===== config.mk =====
export PLATFORM = sky130hd
export DESIGN_NAME = xnor_serial_compare_arb
export DESIGN_NICKNAME = d
export VERILOG_FILES = /design/src/rtl/xnor_serial_compare_arb.sv
export SDC_FILE = /design/constraint.sdc
export NUM_CORES = 1
export LEC_CHECK = 0
export ABC_AREA = 1
export BUFFER_PORTS_ARGS = -buffer_cell sky130_fd_sc_hd__buf_2
export CAP_MARGIN = 20
export CORE_MARGIN = 3
export CORE_UTILIZATION = 50
export DETAILED_ROUTE_END_ITERATION = 7
export PLACE_DENSITY = 0.78
export SYNTH_ARGS = -nofsm -noshare
export SYNTH_HDL_FRONTEND = slang
export SYNTH_SLANG_ARGS = --single-unit

===== constraint.sdc =====
create_clock -name clk -period 1.68 [get_ports clk]
set_input_delay 0.084 -clock clk [delete_from_list [all_inputs] [get_ports clk]]
set_output_delay 0.084 -clock clk [all_outputs]
set_load 0.02 [all_outputs]

===== src/rtl/xnor_serial_compare_arb.sv =====
// Bit-serial word-equality controller: round-robin arbitration between two requesters
// sharing one external combinational xnor_gate, LSB-first, AND-accumulated result.
module xnor_serial_compare_arb #(
    parameter int unsigned WIDTH = 8
) (
    input  logic             clk,
    input  logic             rst_n,
    input  logic             inReq0,
    input  logic [WIDTH-1:0] inA0,
    input  logic [WIDTH-1:0] inB0,
    input  logic             inReq1,
    input  logic [WIDTH-1:0] inA1,
    input  logic [WIDTH-1:0] inB1,
    output logic             outGnt0,
    output logic             outGnt1,
    output logic             outBusy,
    output logic             outDone,
    output logic             outEq,
    output logic             outOwner,
    output logic             outXnA,
    output logic             outXnB,
    input  logic             inXnY
);

    localparam int unsigned     IDXW     = (WIDTH > 1) ? $clog2(WIDTH) : 1;
    localparam logic [IDXW-1:0] IDX_LAST = IDXW'(WIDTH - 1);

    typedef enum logic [1:0] {IDLE, SHIFT, DONE} state_t;

    state_t           state_q, state_d;
    logic             last_q, last_d;
    logic             owner_q, owner_d;
    logic [IDXW-1:0]  idx_q, idx_d;
    logic             acc_q, acc_d;
    logic [WIDTH-1:0] a_q, a_d, b_q, b_d;
    logic             gnt0_q, gnt0_d, gnt1_q, gnt1_d;
    logic             busy_q, busy_d, done_q, done_d, eq_q, eq_d;
    logic             xa_q, xa_d, xb_q, xb_d;
    logic             sel;
    logic [WIDTH-1:0] op_a, op_b;

    always_ff @(posedge clk or negedge rst_n) begin
        if (!rst_n) begin
            state_q <= IDLE;
            last_q  <= 1'b1;
            owner_q <= 1'b0;
            idx_q   <= '0;
            acc_q   <= 1'b0;
            a_q     <= '0;
            b_q     <= '0;
            gnt0_q  <= 1'b0;
            gnt1_q  <= 1'b0;
            busy_q  <= 1'b0;
            done_q  <= 1'b0;
            eq_q    <= 1'b0;
            xa_q    <= 1'b0;
            xb_q    <= 1'b0;
        end else begin
            state_q <= state_d;
            last_q  <= last_d;
            owner_q <= owner_d;
            idx_q   <= idx_d;
            acc_q   <= acc_d;
            a_q     <= a_d;
            b_q     <= b_d;
            gnt0_q  <= gnt0_d;
            gnt1_q  <= gnt1_d;
            busy_q  <= busy_d;
            done_q  <= done_d;
            eq_q    <= eq_d;
            xa_q    <= xa_d;
            xb_q    <= xb_d;
        end
    end

    // Operand bits are pre-registered so outXnA/outXnB lead the shift register by one bit.
    always_comb begin
        state_d = state_q;
        last_d  = last_q;
        owner_d = owner_q;
        idx_d   = idx_q;
        acc_d   = acc_q;
        a_d     = a_q;
        b_d     = b_q;
        gnt0_d  = 1'b0;
        gnt1_d  = 1'b0;
        busy_d  = busy_q;
        done_d  = 1'b0;
        eq_d    = eq_q;
        xa_d    = 1'b0;
        xb_d    = 1'b0;
        sel     = (inReq0 && inReq1) ? ~last_q : inReq1;
        op_a    = sel ? inA1 : inA0;
        op_b    = sel ? inB1 : inB0;
        unique case (state_q)
            IDLE: begin
                busy_d = 1'b0;
                if (inReq0 || inReq1) begin
                    state_d = SHIFT;
                    last_d  = sel;
                    owner_d = sel;
                    idx_d   = '0;
                    acc_d   = 1'b1;
                    busy_d  = 1'b1;
                    gnt0_d  = ~sel;
                    gnt1_d  = sel;
                    xa_d    = op_a[0];
                    xb_d    = op_b[0];
                    a_d     = op_a >> 1;
                    b_d     = op_b >> 1;
                end
            end
            SHIFT: begin
                acc_d = acc_q & inXnY;
                if (idx_q == IDX_LAST) begin
                    state_d = DONE;
                    done_d  = 1'b1;
                    eq_d    = acc_q & inXnY;
                end else begin
                    idx_d = idx_q + IDXW'(1);
                    xa_d  = a_q[0];
                    xb_d  = b_q[0];
                    a_d   = a_q >> 1;
                    b_d   = b_q >> 1;
                end
            end
            DONE: begin
                state_d = IDLE;
                busy_d  = 1'b0;
            end
            default: state_d = IDLE;
        endcase
    end

    assign outGnt0  = gnt0_q;
    assign outGnt1  = gnt1_q;
    assign outBusy  = busy_q;
    assign outDone  = done_q;
    assign outEq    = eq_q;
    assign outOwner = owner_q;
    assign outXnA   = xa_q;
    assign outXnB   = xb_q;

endmodule

==> metrics list <==
- CTS tree: yes
* Switching fraction of total power: 43.08%
- Fillcell total: 267
* Arrival time reported for the critical path endpoint: 1.79 ns
- The post-route netlist has 25.30% of its cells at a drive strength greater than 1.
- Cell-by-cell listing of the critical path: ha_1 -> ha_1 -> a21oi_4 -> nand2_4 -> nor2_1 -> nand2_1 -> nand2_1
- Post-synthesis net count: 238
- STA classifies the critical path startpoint as a register.
* Slew @ Worst Pin: 0.6218 ns
- For this configuration, the core starts out at a cell density of 53.57%.
* FF-to-FF End: b_q[3]
- Relative to the synthesized area, the layout overhead comes to 21.65%.
- Maximum number of pins on one net before global-route repair: 30
- Pins Over Slew Limit: 0
* Largest incremental delay on the critical path: 0.41 ns
* Final layout net count: 287
* Drc violations: 0
- Antenna Violating Nets Remaining: 0
* Max Clock Skew: 0.01251 ns
- Maxcap violations: 0
- The critical path contains buffers and inverters numbering 0 combined.
- Setup repair after global routing missed its margin: no
- Yosys Warn Count: 0
- Worst Path Max Fanout: 14
- After detailed routing, the number of vias per cell comes to 4.893.
- Core Util, Final: 65.16%
- The path with the worst hold slack has its endpoint at b_q[6].
- Cell depth of the worst flop-to-flop path: 7
- Counting distinct cell types in the post-synthesis netlist gives 20.
- Hold is met by 0.009644 ns.
- The initial antenna violation count is 0.
- The worst hold path begins at inB1[7].
- Final total power: 3.059 mW
- Row generation in the floorplan step produced 19 rows.
* Global-route wire length before repair: 5.078 mm
- Broken down by cell family, the worst path's largest delay share belongs to adder cells.
* Gp weighted congestion: 0.7711
- Setup violations remaining at the end of the flow were counted as 0.
- Adding up every negative setup slack in the final design gives 0 ns.
* Chip Width: 60.82 µm
- The worst setup path is captured at a register.
- For the worst setup path, the data required time is 1.95 ns.
- Post-synthesis cell count: 199
- Among all stages on the critical path, the largest delay is contributed by sky130_fd_sc_hd__dfrtp_1.
* Power Dens Cells: 1674 nW/µm²
- Final hold violation count: 0
- Port-buffer cells: 44
* Register share of total power: 38.1%
- Finished Cell Area: 1828 µm²
- The later pin in the worst-skew pair is clocked with a latency of 0.33 ns.
- Combinational logic burns 47.4% of the power.
- The setup check on the worst reg-to-reg path leaves a slack of 0.15 ns.
* Mapped cell area: 1503 µm²
- Number of instances on the worst hold path: 3
* Count of clock tree sinks: 29
- Int Pwr: 1.741 mW
* Shortest period the worst path allows: 1.528 ns
* First-pass detailed-route iteration total: 5
- In this run the critical register-to-register path is launched from idx_q[0].
- Of the synthesized area, sequential elements account for 48.38%.
- Count of vias placed by the detailed router: 1,370
- After clock tree synthesis, the clock-pin slew on the worst setup and hold paths is 0.10 ns.
- Class of the tightest hold or removal check: input pin to register
- Post-CTS setup buffers: 0
- The average instance in the mapped netlist occupies 7.551 µm².
- After global routing the overflow that remains totals 0.
- The run finished with clean final reports.
- WS Path Type: register to register
- During I/O placement, the number of pins put on the boundary was 45.
* Leakage power: 1.013 nW
* Core footprint: 2805 µm²
* Clk pwr share: 14.4%
- #FFs+latches synth: 29
- In the final routed layout, each cell accounts on average for 11.50 µm.
- From bottom edge to top edge, the die measures 60.82 µm.
- Global routing used 19.09% of the available tracks across all layers.
- Sum of routed wire length over all layers: 3.219 mm
* Max-Slew Margin vs Limit: 58.55%
- Detailed placement finished with a half-perimeter wire length of 2.277 mm.
- The number of global-route vias before repair was 1,151.
* Number of diodes added for antenna fixing: 0
- Cell at the root of the clock tree: sky130_fd_sc_hd__clkbuf_4
- The die covers 3699 µm².
* Switching power: 1.318 mW
- After detailed placement, the total cell area comes to 1727 µm².
- Based on the critical path, the design can be clocked at up to 654.4 MHz.
- Starting DRC count in detailed routing: 64
- Portion of the clock cycle consumed by the worst path in the final layout: 90.96%
* Number of H-tree branching levels: 2
* CTS max path bufs: 2
- Peak VDD IR: 0.0008879 V
- The number of clock buffers added by TritonCTS is 5.
==> state kept, by name, indices dropped and copies added, names as in the netlist, 2 cells and up <==
name     cells
idx_q        3
state_q      2
a_q          7
b_q          7
==> layout by cell type (no fill, tap or decap), drive strengths merged, types with 3 or more instances in the layout <==
cell and n:
buf 47, clkbuf 8, dfrtp 28, inv 14
nand2 81, nand3 28, nand3b 3, nor2 28
o21ai 3
==> worst register-to-register path: stages, from the launching register on <==
cell and delay (ns):
sky130_fd_sc_hd__dfrtp_1 0.41, sky130_fd_sc_hd__ha_1 0.21, sky130_fd_sc_hd__ha_1 0.25, sky130_fd_sc_hd__a21oi_4 0.22
sky130_fd_sc_hd__nand2_4 0.15, sky130_fd_sc_hd__nor2_1 0.11, sky130_fd_sc_hd__nand2_1 0.06, sky130_fd_sc_hd__nand2_1 0.06
==> metal layers <==
layer  up-vias  global-route usage, %  share of wire [%]
met5         -                      0                  0
met4         0                  8.359                1.8
met3         6                  7.234                4.7
met2        28                  28.40                 47
met1       619                  24.80                 46
li1        717                      -                  -
==> Yosys cell counts (all sizes together) <==
library cell  instances  area (µm²)
a21oi                 2       10.01
o21ai                 3       15.01
ha                    2       25.02
buf                   8       57.55
nand3                28       140.1
nand3b                3       22.52
inv                  14       52.55
nor2                 28       117.6
o31ai                 1       7.510
o21a                  1       7.510
nand2                80       320.3
dfstp                 1       26.28
dfrtp                28       700.7
==> through the flow <==
stage                     std cells  worst slack (ns)
final                           280            0.1519
after CTS                       279           0.04808
after global placement          269            0.1357
after global routing            280           0.01112
after detailed placement        269           0.07684
after floorplan                 199            0.1873
==> worst max-delay path by stage <==
stage | slack [ns] | to | depth (start not counted) | startpoint
after floorplan | 0.19 | a_q[1] | 7 | idx_q[0]
after global placement | 0.14 | a_q[5] | 7 | idx_q[0]
after detailed placement | 0.08 | b_q[3] | 7 | idx_q[0]
after CTS | 0.05 | b_q[3] | 7 | idx_q[0]
after global routing | 0.01 | a_q[4] | 7 | idx_q[0]
final | 0.15 | b_q[3] | 7 | idx_q[0]
==> power by group through the flow <==
stage               Combinational (mW)  Sequential [mW]  Clock (mW)
detailed placement                1.41             1.17           0
floorplan                         1.03             1.23           0
finish                            1.45             1.17       0.441
global route                      1.68             1.21       0.482
global placement                  1.37             1.16           0
CTS                               1.42             1.15       0.451
==> final cells by class <==
| type | instances | area (µm²) | area share [%] |
|---|---|---|---|
| Clock buffer | 8 | 58.81 | 3.217 |
| Tap cell | 31 | 38.79 | 2.122 |
| Timing Repair Buffer | 49 | 262.8 | 14.37 |
| Multi-Input combinational cell | 149 | 688.2 | 37.65 |
| Sequential cell | 29 | 726.9 | 39.77 |
| Inverter | 14 | 52.55 | 2.875 |
==> repair_timing <==
item,CTS,global route
resized for setup,0,3
hold buffers,2,0
endpoints found under the hold margin,29,0
setup endpoints to repair,0,17
==> logic make-up (layout without fill, tap and decap cells) <==
| logic type | after synthesis | after routing | share of synthesized area (%) |
|---|---|---|---|
| adder cells (fa/ha/maj) | 2 | 2 | 1.665 |
| flip-flops | 29 | 29 | 48.38 |
| AO/OA/AOI/OAI | 7 | 7 | 2.665 |
| AND/OR/NAND/NOR | 139 | 140 | 39.97 |
| buffers and inverters | 22 | 71 | 7.327 |
No activity file was read; power rests on OpenSTA's default activity.
